$ cat src/rtl/cgra_kernel_launcher.sv
// ---------------------------------------------------------------------------
// cgra_kernel_launcher
//
// Hardware initiator for the CGRA Computation_Start / Computation_Done
// four-phase handshake. A host request asks for N back-to-back kernel runs.
// The launcher then does the following:
//   - raises Computation_Start;
//   - waits for Computation_Done to rise, then drops Start;
//   - waits for Done to fall, then counts the run as complete;
//   - inserts GAP_CYCLES idle cycles before the next run.
// When all runs are complete, or the launch is aborted, it emits a one-cycle
// result pulse. The pulse carries the completed-run count, the elapsed cycle
// count (saturating) and an error code.
//
// Optional feature macro: TIMEOUT_EN
//   When this macro is defined, a watchdog is built in. The watchdog ends a
//   launch with Err=01 after TIMEOUT_CYCLES consecutive cycles in the
//   ASSERT or RELEASE phase.
//   When it is undefined, there is no watchdog and the launcher waits on
//   Done indefinitely.
//
// Ports
//   Clk                in   1       system clock
//   Resetn             in   1       synchronous, active-low reset
//   Launch_Valid       in   1       launch request
//   Launch_Ready       out  1       launcher can accept a request (combinational)
//   Launch_Iters       in   ITER_W  number of runs, sampled on accept
//   Abort              in   1       abort the launch in progress
//   Computation_Start  out  1       to CGRA: run kernel
//   Computation_Done   in   1       from CGRA: kernel done
//   Busy               out  1       launcher is not idle
//   Result_Valid       out  1       one-cycle result pulse
//   Result_Iters       out  ITER_W  runs fully completed
//   Result_Cycles      out  CNT_W   elapsed cycles, saturating
//   Result_Err         out  2       00 ok, 01 timeout, 10 abort
// ---------------------------------------------------------------------------
module cgra_kernel_launcher #(
    parameter int ITER_W         = 16,
    parameter int CNT_W          = 32,
    parameter int GAP_CYCLES     = 2,
    parameter int TIMEOUT_CYCLES = 1000000
) (
    input  logic              Clk,
    input  logic              Resetn,
    input  logic              Launch_Valid,
    output logic              Launch_Ready,
    input  logic [ITER_W-1:0] Launch_Iters,
    input  logic              Abort,
    output logic              Computation_Start,
    input  logic              Computation_Done,
    output logic              Busy,
    output logic              Result_Valid,
    output logic [ITER_W-1:0] Result_Iters,
    output logic [CNT_W-1:0]  Result_Cycles,
    output logic [1:0]        Result_Err
);

    typedef enum logic [2:0] {
        S_IDLE,
        S_ASSERT,
        S_RELEASE,
        S_GAP,
        S_DRAIN,
        S_REPORT
    } state_t;

    localparam logic [1:0]  ERR_OK      = 2'b00;
    localparam logic [1:0]  ERR_TIMEOUT = 2'b01;
    localparam logic [1:0]  ERR_ABORT   = 2'b10;

    // Last gap-counter value. This value is meaningless when GAP_CYCLES is 0,
    // because the GAP state is then never entered.
    localparam logic [31:0] GAP_LAST    = 32'(GAP_CYCLES - 1);

    state_t            state_reg, state_next;
    logic [ITER_W-1:0] target_reg, target_next;
    logic [ITER_W-1:0] completed_reg, completed_next;
    logic [CNT_W-1:0]  cycles_reg, cycles_next;
    logic [31:0]       gap_reg, gap_next;
    logic [ITER_W-1:0] res_iters_reg, res_iters_next;
    logic [CNT_W-1:0]  res_cycles_reg, res_cycles_next;
    logic [1:0]        res_err_reg, res_err_next;

    logic              accept;
    logic              counting;
    logic [CNT_W-1:0]  cycles_step;
    logic [ITER_W-1:0] completed_inc;
    logic              timeout_hit;
    logic              report_now;
    logic [1:0]        report_err;
    logic [ITER_W-1:0] report_iters;
    logic [CNT_W-1:0]  report_cycles;

    // Reset is folded into Ready, so that a request presented during reset
    // can never look accepted.
    assign Launch_Ready      = (state_reg == S_IDLE) & ~Computation_Done & Resetn;
    assign accept            = Launch_Valid & Launch_Ready;
    assign Computation_Start = (state_reg == S_ASSERT);
    assign Busy              = (state_reg != S_IDLE);
    assign Result_Valid      = (state_reg == S_REPORT);
    assign Result_Iters      = res_iters_reg;
    assign Result_Cycles     = res_cycles_reg;
    assign Result_Err        = res_err_reg;

    // The elapsed-cycle count includes the current cycle when the state
    // counts. This lets a result loaded on the way into REPORT cover every
    // counted cycle up to and including the last one.
    assign counting    = (state_reg == S_ASSERT) || (state_reg == S_RELEASE) ||
                         (state_reg == S_GAP)    || (state_reg == S_DRAIN);
    assign cycles_step = (counting && !(&cycles_reg)) ? cycles_reg + 1'b1 : cycles_reg;

    // completed_reg is always strictly below target_reg while a run is
    // outstanding. The increment therefore cannot wrap, even when the target
    // is the all-ones maximum.
    assign completed_inc = completed_reg + 1'b1;

`ifdef TIMEOUT_EN
    localparam logic [31:0] WD_LAST = 32'(TIMEOUT_CYCLES - 1);

    logic [31:0] wd_reg, wd_next;
    logic        wd_phase;

    assign wd_phase    = (state_reg == S_ASSERT) || (state_reg == S_RELEASE);
    assign timeout_hit = wd_phase && (wd_reg == WD_LAST);

    // The watchdog counts consecutive cycles spent in one handshake phase.
    // Any state change restarts it.
    assign wd_next = (wd_phase && (state_next == state_reg)) ? wd_reg + 32'd1 : '0;

    always_ff @(posedge Clk) begin
        if (!Resetn) begin
            wd_reg <= '0;
        end else begin
            wd_reg <= wd_next;
        end
    end
`else
    assign timeout_hit = 1'b0;

    // TIMEOUT_CYCLES only matters when the watchdog is built in.
    logic [31:0] unused_timeout;
    assign unused_timeout = 32'(TIMEOUT_CYCLES);
`endif

    always_comb begin
        state_next     = state_reg;
        target_next    = target_reg;
        completed_next = completed_reg;
        cycles_next    = cycles_step;
        gap_next       = gap_reg;
        report_now     = 1'b0;
        report_err     = ERR_OK;
        report_iters   = completed_reg;
        report_cycles  = cycles_step;

        case (state_reg)
            S_IDLE: begin
                if (accept) begin
                    target_next    = Launch_Iters;
                    completed_next = '0;
                    cycles_next    = '0;
                    gap_next       = '0;
                    if (Launch_Iters == '0) begin
                        // An empty launch reports immediately and never
                        // touches Start.
                        state_next    = S_REPORT;
                        report_now    = 1'b1;
                        report_iters  = '0;
                        report_cycles = '0;
                    end else begin
                        state_next = S_ASSERT;
                    end
                end
            end

            S_ASSERT: begin
                if (Abort) begin
                    state_next = S_DRAIN;
                end else if (timeout_hit) begin
                    state_next = S_REPORT;
                    report_now = 1'b1;
                    report_err = ERR_TIMEOUT;
                end else if (Computation_Done) begin
                    state_next = S_RELEASE;
                end
            end

            S_RELEASE: begin
                // Abort takes priority over a falling Done in the same cycle.
                // In that case the run is not counted.
                if (Abort) begin
                    state_next = S_DRAIN;
                end else if (timeout_hit) begin
                    state_next = S_REPORT;
                    report_now = 1'b1;
                    report_err = ERR_TIMEOUT;
                end else if (!Computation_Done) begin
                    completed_next = completed_inc;
                    if (completed_inc == target_reg) begin
                        state_next   = S_REPORT;
                        report_now   = 1'b1;
                        report_iters = completed_inc;
                    end else if (GAP_CYCLES == 0) begin
                        state_next = S_ASSERT;
                    end else begin
                        state_next = S_GAP;
                        gap_next   = '0;
                    end
                end
            end

            S_GAP: begin
                if (Abort) begin
                    state_next = S_DRAIN;
                end else if (gap_reg == GAP_LAST) begin
                    state_next = S_ASSERT;
                    gap_next   = '0;
                end else begin
                    gap_next = gap_reg + 32'd1;
                end
            end

            S_DRAIN: begin
                // Wait for the CGRA to finish its half of the handshake, so
                // that a follow-up launch starts from a clean Done=0.
                if (!Computation_Done) begin
                    state_next = S_REPORT;
                    report_now = 1'b1;
                    report_err = ERR_ABORT;
                end
            end

            S_REPORT: begin
                state_next = S_IDLE;
            end

            default: begin
                state_next = S_IDLE;
            end
        endcase
    end

    // The result registers are loaded on the transition into REPORT. They
    // then hold their value until the next report.
    assign res_iters_next  = report_now ? report_iters  : res_iters_reg;
    assign res_cycles_next = report_now ? report_cycles : res_cycles_reg;
    assign res_err_next    = report_now ? report_err    : res_err_reg;

    always_ff @(posedge Clk) begin
        if (!Resetn) begin
            state_reg      <= S_IDLE;
            target_reg     <= '0;
            completed_reg  <= '0;
            cycles_reg     <= '0;
            gap_reg        <= '0;
            res_iters_reg  <= '0;
            res_cycles_reg <= '0;
            res_err_reg    <= ERR_OK;
        end else begin
            state_reg      <= state_next;
            target_reg     <= target_next;
            completed_reg  <= completed_next;
            cycles_reg     <= cycles_next;
            gap_reg        <= gap_next;
            res_iters_reg  <= res_iters_next;
            res_cycles_reg <= res_cycles_next;
            res_err_reg    <= res_err_next;
        end
    end

endmodule
$ cat config.mk
export PLATFORM = sky130hd
export DESIGN_NAME = cgra_kernel_launcher
export DESIGN_NICKNAME = d
export VERILOG_FILES = /design/src/rtl/cgra_kernel_launcher.sv
export SDC_FILE = /design/constraint.sdc
export NUM_CORES = 1
export LEC_CHECK = 0
export ABC_AREA = 1
export CAP_MARGIN = 0
export CORE_UTILIZATION = 50
export CTS_BUF_LIST = sky130_fd_sc_hd__clkbuf_16
export DETAILED_ROUTE_END_ITERATION = 6
export PLACE_DENSITY = 0.71
export SYNTH_ARGS = -nofsm -noshare
export SYNTH_HDL_FRONTEND = slang
export SYNTH_SLANG_ARGS = --single-unit
$ cat constraint.sdc
create_clock -name Clk -period 3.6 [get_ports Clk]
set_input_delay 0.36 -clock Clk [delete_from_list [all_inputs] [get_ports Clk]]
set_output_delay 0.36 -clock Clk [all_outputs]
set_load 0.02 [all_outputs]
==> results.yml <==
cts:
  htreeDepth: 4
  cts_max_path_buffers: 2
  cts_tree: "done"
  clk_pin_slew_ns: 0.06
  clock_sinks: 148
  clock-root-buffer: "clkbuf_16"
  clock_latency_ns: 0.43
  numCtsBuffers: 17
  post-cts-setup-buffers: 0
timing:
  report.final.hold_viol_count: 0
  worstMarginPinSlew_ns: 0.831
  fin_crit_ns: 3.29
  rsz0062_at_grt: "no"
  finalClockSkew_ns: 0.0124
  slew_violations: 0
  fin_crit_sh: 0.915
  slew_headroom: 0.445
  setup_viol: 0
  fin_hold_ws_ns: 0.461
  max_freq_mhz: 304
  tns_ns: 0
global_routing:
  overflow: 0
  track_usage: 0.279
  grt_pass1_vias: 8104
  grt_pass1_wl_um: 39800
  antenna_found_initial: 0
  grt_max_degree: 71
placed_design:
  dp_hpwl_um: 17000
  place_area_mm2: 0.00945
  port-buffer-count: 73
  gp_congestion: 0.970
route:
  wl_per_cell_um: 14.9
  viasPerCell: 5.41
  wl_um: 24000
  drc: 0
  drt.antenna.violating_nets: 0
  vias: 8745
  first_pass_iters: 6
  drt_iter0_markers: 786
worst_setup_path:
  crit_top_cell: "nand2_1"
  critPathMaxStageDelay_ns: 0.49
  crit_slowest_cell: "dfxtp_1"
  crit_chain: "ha_1 -> nand2_1 -> nor2_4 -> nand2_1 -> nand2_1 -> nand2_1 -> nand2_1 -> nand2_1 -> nor2_1 -> nand3_2 -> nor2_8 -> nand3_4 -> o21ai_4 -> buf_12 -> nand4_1 -> nand2_1 -> inv_1"
  worstPathArrival_ns: 3.62
  cp.required_ns: 3.93
  path_max_fanout: 30
  path_class: "flip-flop to flip-flop"
  startpoint_type: "flip-flop"
  end_kind: "flip-flop"
floorplanning:
  boundaryPins: 75
  dieArea_mm2: 0.0178
  fp.dieW_um: 133
  rows: 47
  die_y_um: 133
  core_area_mm2: 0.0167
  start_util: 0.517
power_and_ir_drop:
  p_leak_nw: 3.62
  ir_drop_v: 0.000367
  p_seq_frac: 0.407
  power.share.clock: 0.458
  switching_share: 0.284
  switchingPower_w: 0.00119
  total_power_w: 0.00419
  p_int_w: 0.00300
  power_density_mw_per_mm2: 416
  p_comb_frac: 0.135
logic_synthesis:
  synthFlopType: "dfxtp_1"
  syn_area_mm2: 0.00863
  synthXorXnorAreaFrac: 0.0625
  synth-adder-area-share: 0.00580
  syn_inst: 1339
  synthMuxAreaShare: 0
  synthSimpleGateAreaFrac: 0.392
  yosys.area.top_type_share: 0.343
  yosysTopAreaCell: "dfxtp_1"
  async_flop_share: 0
  synth-edff-count: 0
  ys_top_cells_by_count: "356 x nand2_1, 148 x dfxtp_1, 148 x inv_1, 136 x nor2_1, 97 x nand3_1"
  postSynthNetCount: 1364
  synth-seq-area-share: 0.343
  ys_top_cells_by_area: "dfxtp_1 34%, nand2_1 15%, inv_1 6.4%"
  synth_compound_area_frac: 0.0857
  synth_warnings: 0
  synthDistinctLibCells: 41
  post-synth-top-count-cell: "nand2_1"
  syn_avg_cell_area_um2: 6.44
  ys_ff_latch: 148
  synth_top_family_by_area: "simple AND/OR/NAND/NOR gates"
worst_hold_path:
  hp-class: "flip-flop to flip-flop"
final_layout:
  fin_nets: 1410
  drive_gt1_frac: 0.0565
  area_growth_pct: 16.8
  insertedDiodeCount: 0
  finalInstanceArea_mm2: 0.0101
status:
  status: "finished clean"
job:
  drv_cap: 0
[metrics by stage]
step / std cells / setup WS, ns / utilization
final: 1617 / 0.308 / 0.604
after global routing: 1617 / 0.0117 / 0.604
after CTS: 1617 / 0.302 / 0.603
after detailed placement: 1586 / 0.342 / 0.566
after global placement: 1586 / 0.446 / 0.566
after floorplan: 1339 / 1.12 / -
[placed cells by master, fill, tap and decap left out, types with 2 or more instances in the layout]
cell             synthesis  final
a211oi_1                 2      2
a21oi_1                 83     83
a31oi_1                  2      2
buf_4                    8     16
bufinv_16                0      4
clkbuf_16                0     17
clkdlybuf4s50_1          0     73
clkinv_1                12     13
clkinv_4                 0      3
dfxtp_1                148    148
ha_1                     4      4
inv_1                  148    148
inv_2                    6      5
inv_6                    0      3
nand2_1                356    356
nand2_2                  5      5
nand3_1                 97     97
nand3_2                  2      2
nand3b_1                 4      4
nand4_1                 69     69
nor2_1                 136    136
nor2_2                   8      8
nor2_4                   4      4
nor3_1                  44     44
nor3b_1                  3      3
nor4_1                  21     21
o21ai_0                 35     35
o21ai_1                 16     16
xnor2_1                  6      6
xor2_1                  53     53
[power groups by stage]
stage          clock (W)  combinational [W]  sequential, W
6_report         0.00192           0.000566        0.00171
5_1_grt          0.00201           0.000617        0.00171
4_1_cts          0.00193           0.000561        0.00170
3_5_place_dp           0           0.000557        0.00174
3_3_place_gp           0           0.000552        0.00174
2_1_floorplan          0           0.000381        0.00174
[layout make-up]
cell class	instances	area, µm²
tap	220	275
sequential	148	2960
clock inverter	14	200
timing repair buffer	90	871
inverter	166	626
fill	1576	6620
clock buffer	17	425
multi-input combinational	962	4720
[path summary, 6_finish.rpt]
kind,startpoint,to,slack [ns],cells after the start
max,completed_reg[0],Result_Iters[1],0.31,17
min,Result_Cycles[22],Result_Cycles[22],0.46,2
max reg2reg,completed_reg[0],Result_Iters[1],0.31,17
min reg2reg,Result_Cycles[22],Result_Cycles[22],0.46,2
[per-layer routing]
metal,GRT usage,vias up,part of all wire
met5,0,-,0
met4,0.100,0,0.025
met3,0.0647,54,0.071
met2,0.448,329,0.45
met1,0.365,3947,0.46
li1,-,4415,-
[what timing repair did]
item                                    in CTS  in global routing
resized for setup                            0                  2
hold buffers                                 0                  0
endpoints found under the setup margin       0                 33
[kinds of logic after synthesis]
kind of cell / count (synthesis)
adder cells (fa/ha/maj): 4
AO/OA/AOI/OAI: 142
buffers and inverters: 229
XOR/XNOR: 60
AND/OR/NAND/NOR: 755
other: 1
flip-flops: 148
[worst max-delay path, delay by kind of cell (launching register included)]
kind	cells	cell delay, ns
buf+inv	2	0.26
flops	1	0.49
compound gates	1	0.31
simple gates	13	1.82
fa+ha+maj	1	0.29
(Power assumes the default switching activity.)
